### src/rtl/fifo2stream.sv
// Unpacks C_DDP-lane words from a latency-1 FIFO read port into a one-pixel-per-beat
// AXI4-Stream, restoring per-lane tuser/tlast. Two-word buffer (cur/nxt) hides the read latency.
module fifo2stream #(
    parameter int C_PIXEL_WIDTH = 8,
    parameter int C_DATA_WIDTH  = 32
) (
    input  logic                                                       clk,
    input  logic                                                       resetn,
    input  logic                                                       empty,
    input  logic [(C_DATA_WIDTH/C_PIXEL_WIDTH)*(C_PIXEL_WIDTH+2)-1:0] rd_data,
    output logic                                                       rd_en,
    output logic                                                       m_axis_tvalid,
    output logic [C_PIXEL_WIDTH-1:0]                                   m_axis_tdata,
    output logic                                                       m_axis_tuser,
    output logic                                                       m_axis_tlast,
    input  logic                                                       m_axis_tready
);

    localparam int C_DDP   = C_DATA_WIDTH / C_PIXEL_WIDTH;
    localparam int LANE_W  = C_PIXEL_WIDTH + 2;
    localparam int WORD_W  = C_DDP * LANE_W;
    localparam int PIDX_W  = (C_DDP > 1) ? $clog2(C_DDP) : 1;
    localparam int N_SLOTS = 1 << PIDX_W;
    localparam logic [PIDX_W-1:0] PIDX_LAST = PIDX_W'(C_DDP - 1);

    logic [WORD_W-1:0] cur_reg, cur_next;
    logic [WORD_W-1:0] nxt_reg, nxt_next;
    logic              cur_v_reg, cur_v_next;
    logic              nxt_v_reg, nxt_v_next;
    logic              inflight_reg;
    logic [PIDX_W-1:0] pidx_reg, pidx_next;

    logic              beat;
    logic              retire;
    logic [1:0]        occupancy;
    logic [LANE_W-1:0] lane_arr [N_SLOTS];
    logic [LANE_W-1:0] lane_sel;

    assign beat      = cur_v_reg & m_axis_tready;
    assign retire    = beat & (pidx_reg == PIDX_LAST);
    assign occupancy = {1'b0, cur_v_reg} + {1'b0, nxt_v_reg} + {1'b0, inflight_reg};

    // A retiring word frees a slot this cycle, so a read may overlap it at full buffer.
    assign rd_en = resetn & ~empty & ((occupancy < 2'd2) | retire);

    always_comb begin
        cur_next   = cur_reg;
        nxt_next   = nxt_reg;
        cur_v_next = cur_v_reg;
        nxt_v_next = nxt_v_reg;
        pidx_next  = pidx_reg;

        if (beat) begin
            pidx_next = retire ? '0 : pidx_reg + PIDX_W'(1);
        end

        if (!cur_v_reg || retire) begin
            // cur is free after this edge: refill from nxt first so order is kept
            if (nxt_v_reg) begin
                cur_next   = nxt_reg;
                cur_v_next = 1'b1;
                nxt_next   = rd_data;
                nxt_v_next = inflight_reg;
            end else begin
                cur_next   = rd_data;
                cur_v_next = inflight_reg;
                nxt_v_next = 1'b0;
            end
        end else if (inflight_reg) begin
            nxt_next   = rd_data;
            nxt_v_next = 1'b1;
        end
    end

    always_ff @(posedge clk) begin
        if (!resetn) begin
            cur_v_reg    <= 1'b0;
            nxt_v_reg    <= 1'b0;
            inflight_reg <= 1'b0;
            pidx_reg     <= '0;
        end else begin
            cur_v_reg    <= cur_v_next;
            nxt_v_reg    <= nxt_v_next;
            inflight_reg <= rd_en;
            pidx_reg     <= pidx_next;
        end
    end

    always_ff @(posedge clk) begin
        cur_reg <= cur_next;
        nxt_reg <= nxt_next;
    end

    // Pad the lane table to a power of two so pidx indexes it without width games.
    for (genvar gi = 0; gi < N_SLOTS; gi++) begin : g_lane
        if (gi < C_DDP) begin : g_used
            assign lane_arr[gi] = cur_reg[gi*LANE_W +: LANE_W];
        end else begin : g_pad
            assign lane_arr[gi] = '0;
        end
    end

    assign lane_sel      = lane_arr[pidx_reg];
    assign m_axis_tvalid = cur_v_reg;
    assign m_axis_tdata  = lane_sel[C_PIXEL_WIDTH-1:0];
    assign m_axis_tuser  = lane_sel[C_PIXEL_WIDTH];
    assign m_axis_tlast  = lane_sel[C_PIXEL_WIDTH+1];

endmodule

### config.mk
export PLATFORM = sky130hd
export DESIGN_NAME = fifo2stream
export DESIGN_NICKNAME = d
export VERILOG_FILES = /design/src/rtl/fifo2stream.sv
export SDC_FILE = /design/constraint.sdc
export NUM_CORES = 1
export LEC_CHECK = 0
export ABC_AREA = 0
export BUFFER_PORTS_ARGS = -buffer_cell sky130_fd_sc_hd__clkbuf_2
export CELL_PAD_IN_SITES_DETAIL_PLACEMENT = 2
export CELL_PAD_IN_SITES_GLOBAL_PLACEMENT = 2
export CORE_ASPECT_RATIO = 1.25
export CORE_MARGIN = 4
export CORE_UTILIZATION = 38
export CTS_CLUSTER_SIZE = 12
export DETAILED_ROUTE_END_ITERATION = 12
export HOLD_SLACK_MARGIN = 0.03
export MAX_ROUTING_LAYER = met4
export PLACE_DENSITY = 0.73
export SYNTH_ARGS = -nofsm -noshare
export SYNTH_HDL_FRONTEND = slang
export SYNTH_SLANG_ARGS = --single-unit
### constraint.sdc
create_clock -name clk -period 3.9 [get_ports clk]
set_clock_uncertainty 0.1 [all_clocks]
set_input_delay 0.195 -clock clk [delete_from_list [all_inputs] [get_ports clk]]
set_output_delay 0.195 -clock clk [all_outputs]
set_load 0.01 [all_outputs]
; Word-level counts from Yosys, hierarchy flattened
; Cells that the tools add are included.
; Widths: inputs -> output; s select.
[word_totals]
memories = 0
elab_cells = 36
rom_bits = 0
mem_bits_rw = 0
output_inout_bits = 12
reg_bits = 85
latch_bits = 0
[op_classes]
n_lt_le_gt_ge = 2
bitwise_logic = 7
n_reduce_logical = 4
shift = 0
n_eq_ne = 2
n_mux = 12
multipliers = 0
n_addsub = 3
n_div = 0
[op_table]
columns = operator, n
row1 = $mux 40, 4
row2 = $bmux 10 s2, 1
row3 = $mux 10, 2
row4 = $and 1x1->1, 4
row5 = $mux 1, 4
row6 = $ge 3x3->1 const B, 1
row7 = $not 2->3, 1
row8 = $add 1x1->2, 1
row9 = $add 2x1->2, 1
row10 = $add 2x1->2 const B, 1
row11 = $eq 2x2->1 const B, 1
row12 = $lt 2x2->1 const B, 1
row13 = $mux 2, 1
row14 = $ne 2x2->1 const B, 1
row15 = $reduce_and 2->1, 1
row16 = $reduce_bool 2->1, 1
row17 = $logic_not 1->1, 1
row18 = $logic_or 1x1->1, 1
row19 = $not 1->1, 1
row20 = $or 1x1->1, 1

; Depth between registers and ports, before layout
[logic_depth]
depth_word = 5
ltp_mapped = 4

; Worst setup path before layout
; No wires, ideal clock.
[synth_timing]
path_kind = reg2reg
from = register pidx_reg[0]
to = register nxt_reg[0] (enable)
synth_period_minus_slack_ps = 4131
stages_incl_launch_ff = 4
required_ps = 3307
path_slack_ps = -231
arrival_time_ps = 3539
setup_ps = 493
n_path_buf = 0
path_cell_list = dfxtp_1 -> ha_1 -> a21boi_2 -> o21ai_0
[synth_via]
elab_chain_len = 5
[synth_rtl]
columns = element, line_no
row1 = from (decl), 31  ; logic [PIDX_W-1:0] pidx_reg, pidx_next;
row2 = from (signal assigned), 85  ; pidx_reg <= pidx_next;
row3 = $eq 2x2->1 *, 40  ; assign retire = beat & (pidx_reg == PIDX_LAST);
row4 = $and 1x1->1 *, 40
row5 = $logic_or 1x1->1 *, 57  ; if (!cur_v_reg || retire) begin
row6 = $ne 2x2->1 (no line) or $reduce_bool 2->1 (tied branches), -
row7 = $reduce_and 2->1 (no line) *, -
row8 = to (signal assigned), 91  ; nxt_reg <= nxt_next;
row9 = to (decl), 27  ; logic [WORD_W-1:0] nxt_reg, nxt_next;
; Every way passes the cells marked *; elsewhere a longest branch is shown, timed or not.
; A chain may end at the register's enable or synchronous reset.

; Final worst setup path
[layout_timing]
from = register pidx_reg[1]
to = register nxt_reg[12] (enable)
; The elaborated chain is that of the path after synthesis.

==> summary.md <==
| Metric | Value |
|---|---|
| Largest net degree at the start of global routing | `45` |
| Synth warn | `0` |
| Post-synthesis mux area share | `20.5%` |
| Clock buffer depth | `2` |
| Drt initial violations | `96` |
| Critical Path Sink | `nxt_reg[12]$_DFFE_PP_` |
| Die span in x | `slightly above 90 um` |
| Max-slew headroom | `49.8%` |
| Sequential area share after synthesis | `about three quarters` |
| Simple logic cell fraction of the synthesized area | `under 10%` |
| Worst-margin pin slew | `between 0.7 and 0.8 ns` |
| RSZ-0062 raised after global routing | `false` |
| Core region area | `8650 um^2` |
| Post-synthesis register bit count | `85` |
| Diode count | `0` |
| Net Sw Frac | `22.2%` |
| F_max | `373 MHz` |
| Reg-to-reg critical path startpoint | `pidx_reg[1]$_SDFFE_PN0P_` |
| DP Area | `3790 um^2` |
| Overall routing resource usage | `about 16%` |
| Placer Congestion | `a little under 0.7` |
| Status | `complete, no violations` |
| Crit start category | `flop` |
| Final TNS setup | `0 ns` |
| Crit path from | `pidx_reg[1]$_SDFFE_PN0P_` |
| Initial Utilization | `around two fifths` |
| DP Wirelength | `roughly 4.6 mm` |
| Worst Path Required | `3.82 ns` |
| Vias in the first global route | `between 2k and 2.5k` |
| Max-cap violations | `0` |
| Grt ovf | `0` |
| Async SR Flop Fraction | `0%` |
| Power share of the combinational group | `about a tenth` |
| Hold-critical path depth | `2` |
| Final WS setup | `~1.2 ns` |
| Final setup violation count | `0` |
| EDFF count, synth | `80` |
| I/O pin count | `56` |
| Root buffer cell | `clkbuf_8` |
| Critical Path AT | `around 2.6 ns` |
| CTS Buf Count | `9` |
| Post-Place Worst Slack | `about 1.2 ns` |
| Vias per cell | `between 4 and 5` |
| Clk slew on worst S/H paths | `0.09 ns` |
| CP Capture Type | `flop` |
| # DRC | `0` |
| Router iterations before antenna repair | `4` |
| Reg power frac | `a little under 60%` |
| Routed Antenna Nets | `0` |
| Largest family of logic cells by synthesized area | `multiplexers` |
| LEAKAGE | `approximately 1.6 nW` |
| Row count | `38` |
| FILL cells | `roughly 800` |
| Mapped Avg Cell Area | `between 20 and 25 um^2` |
| R2R Path End | `nxt_reg[12]$_DFFE_PP_` |
| R2R Setup Slk | `1.22 ns` |
| Hold/Removal Path Class | `input pin to flop` |
| Minimum clock period | `2.68 ns` |
| Sequential cell area | `approximately 2500 um^2` |
| Top cells by area, synth | `edfxtp_1, mux2_2, mux4_2` |
| Initial antenna violation count | `0` |
| Most common cell after layout, fill and taps aside | `edfxtp_1` |
| Syn-to-layout area delta | `30.1%` |
| Period utilisation layout | `68.7%` |
| Int Power | `~0.0015 W` |
| Psw | `a little over 0.0004 W` |
| Final Max Slew Viols | `0` |
| Final hold vios | `0` |
| Leading area contributor after synthesis | `edfxtp_1` |
| Global-route wire length before repair | `approximately 12 mm` |
| Critical path type | `flop to flop` |
| Synth Net Count | `approximately 210` |
| Clk sinks | `85` |
| Chip height | `about 110 um` |
| Cell area after synthesis | `3380 um^2` |
| Most frequent cells in the layout | `edfxtp_1, clkbuf_2, dlygate4sd3_1` |
| Area share of xor/xnor cells in the synthesized design | `0%` |
| Port Buffers | `55` |
| Drt total wl | `between 7 and 8 mm` |
| Yosys top cell area share | `slightly above 70%` |
| Design Area, Final | `4390 um^2` |
| Post-layout net count | `313` |
| H-tree Lvls | `3` |
| CTS tree | `yes` |
| CP Max Fanout | `21` |
| Latest clock arrival within the worst-skew pair | `~0.34 ns` |
| Clock power share | `about 32%` |
| Synth Area in Compound Gates | `roughly 1.7%` |
| R2R cell count | `4` |
| DR WL/cell | `around 19 um` |
| Syn Inst Count | `approximately 160` |
| Post-CTS setup buffers | `0` |
| Fraction of layout cells with a size suffix above 1 | `between 40% and 50%` |
| Multi-input gate area | `approximately 830 um^2` |
| Vias after detailed routing | `1882` |
| VDD IR-drop max | `0.198 mV` |
| PD cells | `425 nW/um^2` |
| Final Core Density | `between 50% and 60%` |
| Adder-Cell Fraction of Synth Area | `0.741%` |
| Main synth FF type | `edfxtp_1` |
| Unique cell type count in the Yosys netlist | `22` |
| Die Area | `about 10000 um^2` |
[Yosys cell counts (2+ instances only)]
| cell | count |
|---|---|
| mux4_1 | 2 |
| a21boi_0 | 2 |
| mux4_2 | 8 |
| inv_1 | 2 |
| mux2_2 | 40 |
| edfxtp_1 | 80 |
| buf_4 | 4 |
| o21ai_0 | 2 |
| ha_1 | 2 |
| dfxtp_1 | 5 |
| nor3b_1 | 2 |
| buf_2 | 2 |
| nand2_1 | 3 |
[worst min-delay path by stage]
| stage | start | to | slack, ns |
|---|---|---|---|
| after floorplan | empty | inflight_reg$_SDFF_PN0_ | 0.17 |
| after global placement | rd_data[12] | nxt_reg[12]$_DFFE_PP_ | 0.29 |
| after detailed placement | rd_data[23] | nxt_reg[23]$_DFFE_PP_ | 0.29 |
| after CTS | resetn | m_axis_tvalid$_SDFFE_PN0P_ | 0.04 |
| after global routing | resetn | m_axis_tvalid$_SDFFE_PN0P_ | 0.08 |
| final | resetn | m_axis_tvalid$_SDFFE_PN0P_ | 0.05 |
[worst max-delay path, stage by stage (launching register included)]
cell      delay [ns]
dfxtp_1         0.75
ha_1            0.34
a21boi_2        0.13
o21ai_4         0.60
buf_4           0.42
[per-layer routing]
metal | vias to the layer above | global-route usage [%] | part of all wire, %
li1 | 865 | - | -
met1 | 967 | 18.4 | 40
met2 | 38 | 27.7 | 55
met3 | 12 | 2.18 | 2.8
met4 | 0 | 6.64 | 1.8
met5 | - | - | 0
[final cells by class]
type,instances,area share [%]
clock buffer,9,2.82
timing repair buffer,100,16.3
sequential,85,57.0
clock inverter,7,1.48
multi-input combinational,69,18.8
tap,120,3.42
inverter,2,0.171
[power by group through the flow]
stage	combinational (W)	clock, W	sequential, W
floorplan	0.0000848	0	0.00109
global placement	0.000147	0	0.00110
detailed placement	0.000153	0	0.00110
CTS	0.000185	0.000619	0.00108
global route	0.000201	0.000654	0.00109
finish	0.000182	0.000604	0.00108
[per-stage QoR]
step,std cells,power [W],hold WS (ns)
after floorplan,163,0.00118,0.171
after CTS,392,0.00189,0.0394
after detailed placement,335,0.00126,0.291
after global routing,392,0.00194,0.0769
final,392,0.00187,0.0475
after global placement,335,0.00124,0.289
[cell families after synthesis]
group | count (synthesis)
and+or+nand+nor | 8
adders and majority gates | 2
DFF | 85
AOI/OAI and AO/OA | 8
buffers and inverters | 9
muxes | 51
[what timing repair did]
| action | CTS | global route |
|---|---|---|
| gates resized for setup | 0 | 0 |
| hold endpoints to repair | 41 | 0 |
| hold buffers | 41 | 0 |
| endpoints found under the setup margin | 0 | 0 |
Power figures use the tool's default switching activity.
